<file path="src/rtl/btn_pkg.sv">
// Shared types and defaults for the paddle-game button conditioner.
package btn_pkg;

    typedef enum logic [2:0] {
        IDLE,
        PRESS_DB,
        HELD,
        REPEAT,
        REL_DB
    } btn_state_t;

    localparam int unsigned BTN_LEFT  = 0;
    localparam int unsigned BTN_RIGHT = 1;
    localparam int unsigned BTN_THROW = 2;

    localparam int unsigned DEF_N_BTN         = 3;
    localparam int unsigned DEF_DB_CYCLES     = 500000;
    localparam int unsigned DEF_REPEAT_DELAY  = 20000000;
    localparam int unsigned DEF_REPEAT_PERIOD = 7500000;
    localparam logic [2:0]  DEF_REPEAT_MASK   = 3'b011;

    // Counter width able to hold the largest terminal count (at least 1 bit).
    function automatic int unsigned cnt_width(input int unsigned a,
                                              input int unsigned b,
                                              input int unsigned c);
        int unsigned m;
        m = a;
        if (b > m) m = b;
        if (c > m) m = c;
        return (m > 1) ? $clog2(m) : 1;
    endfunction

endpackage

</file>
<file path="src/rtl/btn_conditioner_if.sv">
// Button bus between the raw pads / game logic and the conditioner.
interface btn_conditioner_if #(
    parameter int unsigned N_BTN = btn_pkg::DEF_N_BTN
) ();
    logic [N_BTN-1:0] btn_raw;
    logic [N_BTN-1:0] evt_ack;
    logic [N_BTN-1:0] evt;
    logic [N_BTN-1:0] held;
    logic [N_BTN-1:0] overrun;

    modport master (
        output btn_raw,
        output evt_ack,
        input  evt,
        input  held,
        input  overrun
    );

    modport slave (
        input  btn_raw,
        input  evt_ack,
        output evt,
        output held,
        output overrun
    );
endinterface

</file>
<file path="src/rtl/btn_channel.sv">
// One button: synchroniser, debounce/auto-repeat FSM and acknowledged event latch.
module btn_channel
    import btn_pkg::*;
#(
    parameter bit          ACTIVE_LOW    = 1'b0,
    parameter int unsigned DB_CYCLES     = DEF_DB_CYCLES,
    parameter int unsigned REPEAT_DELAY  = DEF_REPEAT_DELAY,
    parameter int unsigned REPEAT_PERIOD = DEF_REPEAT_PERIOD,
    parameter bit          REPEAT_EN     = 1'b1
) (
    input  logic clk_i,
    input  logic rst_i,
    input  logic btn_raw_i,
    input  logic evt_ack_i,
    output logic evt_o,
    output logic held_o,
    output logic overrun_o
);

    localparam int unsigned CNT_W = cnt_width(DB_CYCLES, REPEAT_DELAY, REPEAT_PERIOD);
    localparam logic [CNT_W-1:0] DB_LAST     = CNT_W'(DB_CYCLES - 1);
    localparam logic [CNT_W-1:0] DELAY_LAST  = CNT_W'(REPEAT_DELAY - 1);
    localparam logic [CNT_W-1:0] PERIOD_LAST = CNT_W'(REPEAT_PERIOD - 1);
    localparam logic [CNT_W-1:0] CNT_ONE     = CNT_W'(1);

    logic             sync1_q;
    logic             sync_q;
    btn_state_t       state_q;
    logic [CNT_W-1:0] cnt_q;
    logic             held_q;
    logic             evt_q;
    logic             overrun_q;

    logic             ev_c;
    logic             evt_d;
    logic             overrun_d;

    // Event raised this cycle: press accepted, first repeat, or periodic repeat.
    always_comb begin
        ev_c = 1'b0;
        if (sync_q) begin
            case (state_q)
                PRESS_DB: ev_c = (cnt_q == DB_LAST);
                HELD:     ev_c = REPEAT_EN && (cnt_q == DELAY_LAST);
                REPEAT:   ev_c = (cnt_q == PERIOD_LAST);
                default:  ev_c = 1'b0;
            endcase
        end
    end

    // Latch next values: a new event wins over a same-cycle ack.
    always_comb begin
        evt_d     = ev_c | (evt_q & ~evt_ack_i);
        overrun_d = overrun_q | (ev_c & evt_q & ~evt_ack_i);
    end

    // Synchroniser, FSM with per-state counter, and registered outputs.
    always_ff @(posedge clk_i) begin
        if (rst_i) begin
            sync1_q   <= 1'b0;
            sync_q    <= 1'b0;
            state_q   <= IDLE;
            cnt_q     <= '0;
            held_q    <= 1'b0;
            evt_q     <= 1'b0;
            overrun_q <= 1'b0;
        end else begin
            sync1_q   <= btn_raw_i ^ ACTIVE_LOW;
            sync_q    <= sync1_q;
            evt_q     <= evt_d;
            overrun_q <= overrun_d;
            case (state_q)
                IDLE: begin
                    if (sync_q) begin
                        state_q <= PRESS_DB;
                        cnt_q   <= '0;
                    end
                end
                PRESS_DB: begin
                    if (!sync_q) begin
                        state_q <= IDLE;
                        cnt_q   <= '0;
                    end else if (cnt_q == DB_LAST) begin
                        state_q <= HELD;
                        held_q  <= 1'b1;
                        cnt_q   <= '0;
                    end else begin
                        cnt_q <= cnt_q + CNT_ONE;
                    end
                end
                HELD: begin
                    if (!sync_q) begin
                        state_q <= REL_DB;
                        cnt_q   <= '0;
                    end else if (REPEAT_EN && (cnt_q == DELAY_LAST)) begin
                        state_q <= REPEAT;
                        cnt_q   <= '0;
                    end else if (cnt_q != '1) begin
                        cnt_q <= cnt_q + CNT_ONE;
                    end
                end
                REPEAT: begin
                    if (!sync_q) begin
                        state_q <= REL_DB;
                        cnt_q   <= '0;
                    end else if (cnt_q == PERIOD_LAST) begin
                        cnt_q <= '0;
                    end else begin
                        cnt_q <= cnt_q + CNT_ONE;
                    end
                end
                REL_DB: begin
                    if (sync_q) begin
                        state_q <= HELD;
                        cnt_q   <= '0;
                    end else if (cnt_q == DB_LAST) begin
                        state_q <= IDLE;
                        held_q  <= 1'b0;
                        cnt_q   <= '0;
                    end else begin
                        cnt_q <= cnt_q + CNT_ONE;
                    end
                end
                default: begin
                    state_q <= IDLE;
                    held_q  <= 1'b0;
                    cnt_q   <= '0;
                end
            endcase
        end
    end

    assign evt_o     = evt_q;
    assign held_o    = held_q;
    assign overrun_o = overrun_q;

endmodule

</file>
<file path="src/rtl/btn_conditioner.sv">
// Conditions the left/right/throw buttons into held levels and acknowledged events.
module btn_conditioner
    import btn_pkg::*;
#(
    parameter int unsigned      N_BTN         = DEF_N_BTN,
    parameter bit               ACTIVE_LOW    = 1'b0,
    parameter int unsigned      DB_CYCLES     = DEF_DB_CYCLES,
    parameter int unsigned      REPEAT_DELAY  = DEF_REPEAT_DELAY,
    parameter int unsigned      REPEAT_PERIOD = DEF_REPEAT_PERIOD,
    parameter logic [N_BTN-1:0] REPEAT_MASK   = N_BTN'(DEF_REPEAT_MASK)
) (
    input  logic               CLK,
    input  logic               reset,
    btn_conditioner_if.slave   bus
);

    logic [N_BTN-1:0] evt_w;
    logic [N_BTN-1:0] held_w;
    logic [N_BTN-1:0] overrun_w;

    // One independent channel per button.
    for (genvar i = 0; i < int'(N_BTN); i++) begin : g_ch
        btn_channel #(
            .ACTIVE_LOW    (ACTIVE_LOW),
            .DB_CYCLES     (DB_CYCLES),
            .REPEAT_DELAY  (REPEAT_DELAY),
            .REPEAT_PERIOD (REPEAT_PERIOD),
            .REPEAT_EN     (REPEAT_MASK[i])
        ) u_ch (
            .clk_i     (CLK),
            .rst_i     (reset),
            .btn_raw_i (bus.btn_raw[i]),
            .evt_ack_i (bus.evt_ack[i]),
            .evt_o     (evt_w[i]),
            .held_o    (held_w[i]),
            .overrun_o (overrun_w[i])
        );
    end

    assign bus.evt     = evt_w;
    assign bus.held    = held_w;
    assign bus.overrun = overrun_w;

endmodule

</file>
<file path="src/flat_wrapper.sv">
// flat-port wrapper written by rule: the top's interface ports become plain ports
module btn_conditioner_flat import btn_pkg::*;
#(
    parameter int unsigned      N_BTN         = DEF_N_BTN,
    parameter bit               ACTIVE_LOW    = 1'b0,
    parameter int unsigned      DB_CYCLES     = DEF_DB_CYCLES,
    parameter int unsigned      REPEAT_DELAY  = DEF_REPEAT_DELAY,
    parameter int unsigned      REPEAT_PERIOD = DEF_REPEAT_PERIOD,
    parameter logic [N_BTN-1:0] REPEAT_MASK   = N_BTN'(DEF_REPEAT_MASK)
)
  (CLK, reset, bus_btn_raw, bus_evt_ack, bus_evt, bus_held, bus_overrun);
  btn_conditioner_if #(.N_BTN(N_BTN)) bus_i ();
  input  logic CLK;
  input  logic reset;
  input wire logic [$bits(bus_i.btn_raw)-1:0] bus_btn_raw;
  input wire logic [$bits(bus_i.evt_ack)-1:0] bus_evt_ack;
  output wire logic [$bits(bus_i.evt)-1:0] bus_evt;
  output wire logic [$bits(bus_i.held)-1:0] bus_held;
  output wire logic [$bits(bus_i.overrun)-1:0] bus_overrun;
  assign bus_i.btn_raw = bus_btn_raw;
  assign bus_i.evt_ack = bus_evt_ack;
  assign bus_evt = bus_i.evt;
  assign bus_held = bus_i.held;
  assign bus_overrun = bus_i.overrun;
  btn_conditioner #(.N_BTN(N_BTN), .ACTIVE_LOW(ACTIVE_LOW), .DB_CYCLES(DB_CYCLES), .REPEAT_DELAY(REPEAT_DELAY), .REPEAT_PERIOD(REPEAT_PERIOD), .REPEAT_MASK(REPEAT_MASK)) u_core (.CLK(CLK), .reset(reset), .bus(bus_i));
endmodule
</file>
<file path="config.mk">
export PLATFORM = sky130hd
export DESIGN_NAME = btn_conditioner_flat
export DESIGN_NICKNAME = d
export VERILOG_FILES = /design/src/rtl/btn_pkg.sv /design/src/rtl/btn_conditioner_if.sv /design/src/rtl/btn_channel.sv /design/src/rtl/btn_conditioner.sv /design/src/flat_wrapper.sv
export SDC_FILE = /design/constraint.sdc
export NUM_CORES = 1
export LEC_CHECK = 0
export BUFFER_PORTS_ARGS = -buffer_cell sky130_fd_sc_hd__buf_2
export CAP_MARGIN = 20
export CORE_AREA = 2 2 130 132
export DETAILED_ROUTE_END_ITERATION = 6
export DIE_AREA = 0 0 132 134
export SETUP_SLACK_MARGIN = 0.4
export SLEW_MARGIN = 25
export SYNTH_ARGS = -nofsm -noshare
export SYNTH_HDL_FRONTEND = slang
export SYNTH_HIERARCHICAL = 1
export SYNTH_SLANG_ARGS = --single-unit
</file>
<file path="constraint.sdc">
create_clock -name CLK -period 2.6 [get_ports CLK]
set_input_delay 0.78 -clock CLK [delete_from_list [all_inputs] [get_ports CLK]]
set_output_delay 0.78 -clock CLK [all_outputs]
set_load 0.1 [all_outputs]
</file>
==> results.toml, run 1 <==
[critical_path]
crit_type = "reg2reg"
worstReg2RegEnd = "u_core/g_ch[2].u_ch/cnt_q[6]"
cp-endpoint = "u_core/g_ch[2].u_ch/cnt_q[6]"
crit_start = "u_core/g_ch[2].u_ch/cnt_q[8]"
cp_data_arrival_time_ns = 2.40
crit_fanout = 8
r2r-start = "u_core/g_ch[2].u_ch/cnt_q[8]"
critical_path_required_ns = 2.82
rr_worst_depth = 8
cp-start-kind = "flip-flop"
end_kind = "flip-flop"
rrSetupSlack_ns = 0.42

[flow_run]
drv_cap = 0

[timing]
tightest_slew_ns = 0.7452
setup_viol = 0
rsz0062_at_grt = "yes"
period_minus_slack_ns = 2.179
finalHoldViolations = 0
fmax_mhz = 458.9
fin_ws_ns = 0.4208
post-route-period-util = 0.8382
fin_setup_tns_ns = 0
max-slew-margin-rel = 0.5027
fin_worst_skew_ns = 0.007860
whs_ns = 0.4382
finalMaxSlewViolations = 0

[logic_synthesis]
synthCells = 823
synth_compound_area_frac = 0.2030
yosysMostFrequentCell = "dfxtp_1"
ys_async_sr_fraction = 0
netlist_area_sq_um = 6379
synth-simple-area-share = 0.3862
synth_top_family_by_area = "simple AND/OR/NAND/NOR gates"
ys_seq_elements = 99
synth_top_area_frac = 0.3107
synth-main-ff-cell = "dfxtp_1"
synth_edf_count = 0
avgSynthCellArea_sq_um = 7.750
ys_seq_area_frac = 0.3107
ys_types = 78
synthAdderAreaFrac = 0.005885
synth_xor_area_frac = 0
synthTopCellsByArea = "dfxtp_1, nand2_1, a31oi_1"
yosysTopAreaCell = "dfxtp_1"
synth_nets = 834
muxShareOfSynthArea = 0.01118
synthTopCellsByCount = "dfxtp_1, nand2_1, nor2_1, nand3_1, a31oi_1"
yosysWarningCount = 6

[hold_path]
worstHoldStart = "u_core/g_ch[2].u_ch/sync1_q"
holdCritPathClass = "reg2reg"

[pwr]
total_power_mw = 3.153
p_leak_nw = 2.464
cellPowerDensity_nw_per_um2 = 416.9
switching_share = 0.2370
internal_power_mw = 2.406
peakVddDrop_uv = 341.3
seqPwrFrac = 0.480
combPwrFrac = 0.059
clkPwrFrac = 0.461
power.switching_uw = 747.1

[placed_design]
globalplace.congestion = 0.8961
portBuffers = 16
dp_hpwl_mm = 11.33
preCtsSetupSlack_ns = 0.1542

[clock_tree]
cts_buffers = 9
clockBufferDepth = 2
clk_latency_ns = 0.36
clk_pin_slew_ns = 0.07
cts_tree = "done"
h-tree-depth = 3
numClockSinks = 99
cts-root-buf = "clkbuf_16"

[routing]
viasPerCell = 5.931
firstDrtPassIters = 5
drc = 0
first_iter_violations = 529
wl_per_cell_um = 15.83
ant_nets = 0
via_count = 6352
finalWirelength_mm = 16.95

[cells_and_area]
drive_above_1_share = 0.2562
multi_input_comb_area_sq_um = 4194
register_area_sq_um = 2073
n_fill_cell = 1612
syn2layout_area_growth_pct = 18.58
utilization = 0.4643
diodes = 0
num-nets-final = 857

[global_routing]
antenna_found_initial = 0
grt_max_degree = 38
grt_pass1_wl_mm = 27.40
grt.total_usage = 0.1856
grt_pass1_vias = 5547
overflow = 0

[die]
std_cell_rows = 47
initial_core_util = 0.3916
die_x_um = 132
coreArea_sq_um = 16290
pin_count = 17
die_h_um = 134
die-area_sq_um = 17690

[run_status]
status = "finished, final reports clean"
placed cells by master (no fill, tap or decap), types with 6 or more instances in the layout:
| cell | netlist | layout |
|---|---|---|
| dfxtp_2 | 0 | 25 |
| buf_4 | 6 | 55 |
| or3_1 | 12 | 11 |
| nand2_2 | 0 | 6 |
| inv_1 | 25 | 25 |
| nor4_4 | 3 | 7 |
| nand3b_1 | 16 | 16 |
| nor4_1 | 21 | 16 |
| o2111ai_1 | 6 | 6 |
| nor2b_1 | 22 | 22 |
| a21oi_1 | 24 | 24 |
| and2_1 | 7 | 7 |
| nand4_1 | 31 | 31 |
| o21ai_0 | 17 | 17 |
| mux2i_1 | 6 | 6 |
| a32oi_1 | 14 | 13 |
| dfxtp_1 | 99 | 58 |
| nor3_1 | 21 | 16 |
| and3_1 | 12 | 10 |
| and4_1 | 6 | 6 |
| nor2_1 | 76 | 75 |
| nand2_1 | 93 | 87 |
| clkbuf_16 | 0 | 9 |
| o21ai_1 | 15 | 14 |
| a31oi_1 | 49 | 47 |
| nand4b_1 | 7 | 7 |
| nand3_1 | 59 | 58 |
| dfxtp_4 | 0 | 16 |
| o211ai_1 | 6 | 6 |
| buf_2 | 17 | 16 |
flip-flops by register name, summed over array words and instances (netlist names):
name	flops
u_core/g_ch.u_ch/cnt_q	75
u_core/g_ch.u_ch/state_q	9
u_core/g_ch.u_ch/evt_o	3
u_core/g_ch.u_ch/held_o	3
u_core/g_ch.u_ch/overrun_o	3
u_core/g_ch.u_ch/sync1_q	3
u_core/g_ch.u_ch/sync_q	3
power groups by stage:
stage / sequential, mW / combinational, mW / clock (mW)
global placement: 1.57 / 0.176 / 0
CTS: 1.53 / 0.182 / 1.49
floorplan: 1.58 / 0.112 / 0
global route: 1.52 / 0.202 / 1.56
finish: 1.51 / 0.186 / 1.45
detailed placement: 1.57 / 0.177 / 0
worst max-delay path, stage by stage (launching register included):
cell and delay, ns:
dfxtp_4 0.39, nor3_4 0.20, or4b_4 0.50, o211ai_4 0.22, o31ai_4 0.13, buf_12 0.16
buf_4 0.17, a41oi_2 0.17, o41ai_1 0.11
per-layer routing:
metal | wire, um | vias up | global-route usage | part of all wire
li1 | - | 3133 | - | -
met1 | 8114 | 3021 | 0.2529 | 0.48
met2 | 7748 | 176 | 0.2934 | 0.46
met3 | 799 | 22 | 0.03741 | 0.047
met4 | 291 | 0 | 0.06401 | 0.017
met5 | 0 | - | 0 | 0
worst min path at each step:
| stage | endpoint | slack, ns | cells after the start |
|---|---|---|---|
| floorplan | u_core/g_ch[0].u_ch/sync_q | 0.41 | 1 |
| global placement | u_core/g_ch[2].u_ch/sync_q | 0.42 | 1 |
| detailed placement | u_core/g_ch[2].u_ch/sync_q | 0.42 | 1 |
| CTS | u_core/g_ch[2].u_ch/sync_q | 0.44 | 1 |
| global route | u_core/g_ch[1].u_ch/sync_q | 0.46 | 1 |
| finish | u_core/g_ch[2].u_ch/sync_q | 0.44 | 1 |
final cells by class:
cell class	count	area share
Clock buffer	9	0.02978
Sequential cell	99	0.2741
Timing Repair Buffer	77	0.07974
Clock inverter	7	0.01208
Inverter	27	0.01340
Tap cell	220	0.03639
Multi-Input combinational cell	632	0.5545
kinds of logic (layout without fill, tap and decap cells):
kind of cell    after synthesis  after routing
fa+ha+maj                     3              3
simple gates                439            440
buf+inv                      93            120
mux                           7              7
flops                        99             99
compound gates              182            182
per-stage QoR:
step | area [sq um] | cells
after detailed placement | 6656 | 1034
after global routing | 7564 | 1071
after CTS | 7153 | 1057
after floorplan | 6387 | 823
after global placement | 6654 | 1034
final | 7564 | 1071
timing repair:
item	CTS	global route
endpoints found under the setup margin	56	74
setup buffers	6	13
gates cloned	1	1
pin swaps	6	23
hold buffers	0	0
resized for setup	32	85
No activity file was read; power rests on OpenSTA's default activity.
==> run 2, diff against run 1 <==
==> constraint.sdc (replaced) <==
create_clock -name CLK -period 1.8 [get_ports CLK]
set_input_delay 0.54 -clock CLK [delete_from_list [all_inputs] [get_ports CLK]]
set_output_delay 0.54 -clock CLK [all_outputs]
set_load 0.1 [all_outputs]
==> run 2 against run 1 <==
  * The flow now finishes with violations (setup timing)
  * Fmax decreased by 2.3%
  * Global-route usage increased by 6.0 points
  * Count of clock-buffer cells in the layout increased by 2
  * Clock skew decreased by 0.0013 ns
  * Register-to-register slack got worse by 0.85 ns
  * Routed wire length increased by 34%
  * Largest cell class unchanged
==> results.toml, run 2 (synthesized netlist as in run 1, its figures left out) <==
[run_status]
status = "finished with violations"
violations = "setup timing"

[cells_and_area]
layout_commonest_cell = "buf_4"
syn2layout_area_growth_pct = 62.51
reg.largest.list = "u_core/g_ch.u_ch/cnt_q x75, u_core/g_ch.u_ch/state_q x9"
n_fill_cell = 1339
final_cell_mix = "buf_4, nand2_1, nor2_1, dfxtp_1, buf_6"
utilization = 0.6364
register_area_sq_um = 2048
drive_above_1_share = 0.5032
largest_reg_flops = 75
regMostFlops = "u_core/g_ch.u_ch/cnt_q"
multi_input_comb_area_sq_um = 4872
num-nets-final = 1093
diodes = 0

[global_routing]
grt_pass1_vias = 7460
grt_pass1_wl_mm = 35.91
grt_max_degree = 39
grt.total_usage = 0.2452
antenna_found_initial = 0
overflow = 0

[timing]
tightest_slew_ns = 0.8443
fin_worst_skew_ns = 0.006571
finalMaxSlewViolations = 0
fmax_mhz = 448.1
fin_setup_tns_ns = -25.03
post-route-period-util = 1.240
max-slew-margin-rel = 0.4365
period_minus_slack_ns = 2.231
fin_ws_ns = -0.4315
setup_viol = 92
finalHoldViolations = 0
rsz0062_at_grt = "yes"
whs_ns = 0.3838

[die]
die_x_um = 132
pin_count = 17
coreArea_sq_um = 16290
die-area_sq_um = 17690
die_h_um = 134
std_cell_rows = 47
initial_core_util = 0.3916

[hold_path]
hold_path_depth = 2
holdCritPathClass = "in2reg"

[routing]
viasPerCell = 5.845
via_count = 7639
finalWirelength_mm = 22.70
ant_nets = 0
first_iter_violations = 533
wl_per_cell_um = 17.37
drc = 0
firstDrtPassIters = 5

[critical_path]
cp_data_arrival_time_ns = 2.48
cp-start-kind = "flip-flop"
crit_type = "reg2reg"
critical_path_required_ns = 2.05
end_kind = "flip-flop"
crit_fanout = 6
rr_worst_depth = 7

[clock_tree]
numClockSinks = 99
cts-root-buf = "clkbuf_16"
cts_buffers = 9
h-tree-depth = 3
clk_latency_ns = 0.36
clk_pin_slew_ns = 0.07
cts_tree = "done"
postCtsHoldBufs = 0
clockBufferDepth = 2

[pwr]
total_power_mw = 4.686
cellPowerDensity_nw_per_um2 = 452.0
peakVddDrop_uv = 495.4
p_leak_nw = 3.863

[placed_design]
portBuffers = 16
preCtsSetupSlack_ns = -0.5797
dp_hpwl_mm = 14.43
globalplace.congestion = 0.8802

[flow_run]
drv_cap = 0
[run 2: per-layer routing]
| metal | global-route usage | part of all wire |
|---|---|---|
| met2 | 0.4245 | 0.49 |
| met3 | 0.03628 | 0.053 |
| met1 | 0.3023 | 0.42 |
| met5 | 0 | 0 |
| met4 | 0.1099 | 0.034 |
[run 2: final cells by class]
class | instances | area share
clock inverters | 5 | 0.005914
well taps | 220 | 0.02655
multi-input cells | 632 | 0.4700
clock buffers | 11 | 0.02342
repair buffers | 313 | 0.2667
inverters | 27 | 0.009777
flip-flops and latches | 99 | 0.1976
[run 2: repair_timing]
action,CTS,global route
cloned,6,4
pin swaps,69,33
setup buffers,33,13
endpoints found under the hold margin,0,0
resized for setup,161,84
setup endpoints to repair,102,102
[run 2: worst max-delay path, cell delays in order, from the launching register on]
cell	delay, ns
dfxtp_1	0.32
or4_4	0.57
nor4_4	0.29
a32o_2	0.34
o21ai_4	0.16
buf_12	0.18
a31oi_2	0.16
mux2i_1	0.09
[run 2: final timing paths]
path,startpoint,endpoint,slack [ns]
hold reg to reg,u_core/g_ch[1].u_ch/sync1_q,u_core/g_ch[1].u_ch/sync_q,0.44
setup / recovery,u_core/g_ch[0].u_ch/cnt_q[18],u_core/g_ch[0].u_ch/cnt_q[15],-0.43
hold / removal,bus_btn_raw[2],u_core/g_ch[2].u_ch/sync1_q,0.38
setup reg to reg,u_core/g_ch[0].u_ch/cnt_q[18],u_core/g_ch[0].u_ch/cnt_q[15],-0.43
[run 2: power by group]
group	total [mW]	internal, mW	switching (mW)
Sequential	2.20	2.19	0.00912
Combinational	0.436	0.184	0.252
Clock	2.05	1.12	0.923
[run 2: metrics by stage]
stage	instances	area (sq um)
detailed placement	1235	8478
global placement	1235	8478
CTS	1290	9752
floorplan	823	6721
global route	1307	10370
finish	1307	10370
==> run 3, diff against run 2 <==
--- a/config.mk
+++ b/config.mk
@@ -7,9 +7,12 @@
 export LEC_CHECK = 0
 export BUFFER_PORTS_ARGS = -buffer_cell sky130_fd_sc_hd__buf_2
 export CAP_MARGIN = 20
+export CELL_PAD_IN_SITES_DETAIL_PLACEMENT = 0
+export CELL_PAD_IN_SITES_GLOBAL_PLACEMENT = 1
 export CORE_AREA = 2 2 130 132
 export DETAILED_ROUTE_END_ITERATION = 6
 export DIE_AREA = 0 0 132 134
+export PLACE_DENSITY_LB_ADDON = 0.1
 export SETUP_SLACK_MARGIN = 0.4
 export SLEW_MARGIN = 25
 export SYNTH_ARGS = -nofsm -noshare
==> run 3 against run 2 <==
  * Die area unchanged
  * Critical endpoint is now u_core/g_ch[1].u_ch/cnt_q[6]
  * Non-clock buffer count shrank 20
  * Routed wire length is 0.29% higher
  * Cell area fell by 1.6%
  * The run still ends with setup timing left
  * Highest routed layer unchanged
  * Combinational power barely moved
  * Flip-flop and latch count is the same
  * Sequential power about the same
==> results.toml, run 3 (synthesized netlist as in run 1, its figures left out) <==
[routing]
first_iter_violations = 516
ant_nets = 0
via_count = 7428
wl_per_cell_um = 17.70
firstDrtPassIters = 5
viasPerCell = 5.776
finalWirelength_mm = 22.76
drc = 0

[placed_design]
portBuffers = 16
post_dp_cell_area_sq_um = 8483
dp_hpwl_mm = 15.90
globalplace.congestion = 1.013

[timing]
period_minus_slack_ns = 2.120
finalHoldViolations = 0
tightest_slew_ns = 1.043
rsz0062_at_grt = "yes"
setup_viol = 89
post-route-period-util = 1.178
whs_ns = 0.4022
finalMaxSlewViolations = 0
fin_ws_ns = -0.3203
fmax_mhz = 471.6
fin_worst_skew_ns = 0.008900
max-slew-margin-rel = 0.3040

[global_routing]
antenna_found_initial = 0
grt_pass1_vias = 7192
grt_max_degree = 24
grt.total_usage = 0.2500
grt_pass1_wl_mm = 36.32
overflow = 0

[die]
coreArea_sq_um = 16290
die_x_um = 132
std_cell_rows = 47
die-area_sq_um = 17690
initial_core_util = 0.3916
pin_count = 17
die_h_um = 134

[cells_and_area]
syn2layout_area_growth_pct = 59.85
num-nets-final = 1072
n_fill_cell = 1411
final_cell_mix = "buf_4, nand2_1, nor2_1, dfxtp_1, nand3_1"
diodes = 0
largest_reg_flops = 75
regMostFlops = "u_core/g_ch.u_ch/cnt_q"
drive_above_1_share = 0.4887
reg.largest.list = "u_core/g_ch.u_ch/cnt_q x75, u_core/g_ch.u_ch/state_q x9"
multi_input_comb_area_sq_um = 4862
register_area_sq_um = 2051
stdcell_area_sq_um = 10200
layout_commonest_cell = "buf_4"

[pwr]
cellPowerDensity_nw_per_um2 = 483.7
p_leak_nw = 3.848
total_power_mw = 4.932
peakVddDrop_uv = 475.7

[hold_path]
hold_path_depth = 2
worstHoldStart = "bus_btn_raw[0]"
holdPathEnd = "u_core/g_ch[0].u_ch/sync1_q"
holdCritPathClass = "in2reg"

[clock_tree]
clockBufferDepth = 2
cts_tree = "done"
cts-root-buf = "clkbuf_16"
h-tree-depth = 3
cts_buffers = 9
numClockSinks = 99
clk_pin_slew_ns = 0.07
clk_latency_ns = 0.36

[run_status]
violations = "setup timing"
status = "finished with violations"

[critical_path]
critical_path_required_ns = 2.04
r2r-start = "u_core/g_ch[1].u_ch/cnt_q[15]"
crit_fanout = 8
rr_worst_depth = 7
crit_type = "reg2reg"
cp-start-kind = "flip-flop"
cp_data_arrival_time_ns = 2.36
worstReg2RegEnd = "u_core/g_ch[1].u_ch/cnt_q[6]"
end_kind = "flip-flop"
rrSetupSlack_ns = -0.32

[flow_run]
drv_cap = 0
==> run 3: cell count changes in the layout (fill, tap and decap cells not counted), sizes merged <==
cell      before  now
o21ai         36   35
bufinv         1    3
buf          310  289
clkinvlp       3    1
clkinv         1    2
==> run 3: how the worst max path moves through the flow <==
stage / start / end / depth (start not counted) / slack (ns)
CTS: u_core/g_ch[0].u_ch/cnt_q[1] / u_core/g_ch[0].u_ch/cnt_q[24] / 8 / -0.26
finish: u_core/g_ch[1].u_ch/cnt_q[15] / u_core/g_ch[1].u_ch/cnt_q[6] / 7 / -0.32
global placement: u_core/g_ch[2].u_ch/cnt_q[20] / u_core/g_ch[2].u_ch/held_o / 6 / -0.28
global route: u_core/g_ch[1].u_ch/cnt_q[15] / u_core/g_ch[1].u_ch/cnt_q[8] / 7 / -0.45
floorplan: u_core/g_ch[0].u_ch/cnt_q[19] / u_core/g_ch[0].u_ch/cnt_q[21] / 8 / -0.19
detailed placement: u_core/g_ch[0].u_ch/cnt_q[1] / u_core/g_ch[0].u_ch/cnt_q[11] / 8 / -0.31
==> run 3: worst max-delay path, cell delays in order, from the launching register on <==
cell and delay, ns:
dfxtp_2 0.32, or4_4 0.57, nor4_4 0.26, a32o_2 0.26
o21ai_4 0.15, buf_6 0.17, a32oi_1 0.17, o21ai_1 0.09
==> run 3: repair_timing <==
item	CTS	global route
hold buffers	0	0
cloned	3	4
resized for setup	135	84
pin swaps	40	41
setup buffers	20	9
setup endpoints to repair	102	102
==> run 3: layout make-up <==
type | instances | area share
clock buffer | 10 | 0.02246
clock inverter | 6 | 0.01092
inverter | 27 | 0.009940
multi-input combinational | 631 | 0.4769
sequential | 99 | 0.2011
tap | 220 | 0.02700
timing repair buffer | 293 | 0.2517
==> run 3: per-stage QoR <==
step	setup slack (ns)	std cells	setup TNS, ns	util
after floorplan	-0.1923	823	-8.191	-
after global placement	-0.2849	1234	-15.78	0.5208
after detailed placement	-0.3065	1234	-18.40	0.5208
after CTS	-0.2635	1273	-15.33	0.5835
after global routing	-0.4513	1286	-27.84	0.6259
final	-0.3203	1286	-19.97	0.6259
==> run 3: metal layers <==
| layer | up-vias | wire [um] | track usage |
|---|---|---|---|
| met2 | 195 | 11130 | 0.4259 |
| met4 | 0 | 527 | 0.08514 |
| met1 | 3626 | 10180 | 0.3282 |
| met3 | 37 | 926 | 0.03061 |
| met5 | - | 0 | 0 |
| li1 | 3570 | - | - |
==> run 3: where the power goes <==
part	switching (mW)	internal (mW)
logic	0.257	0.181
registers	0.00971	2.19
clock network	0.929	1.36
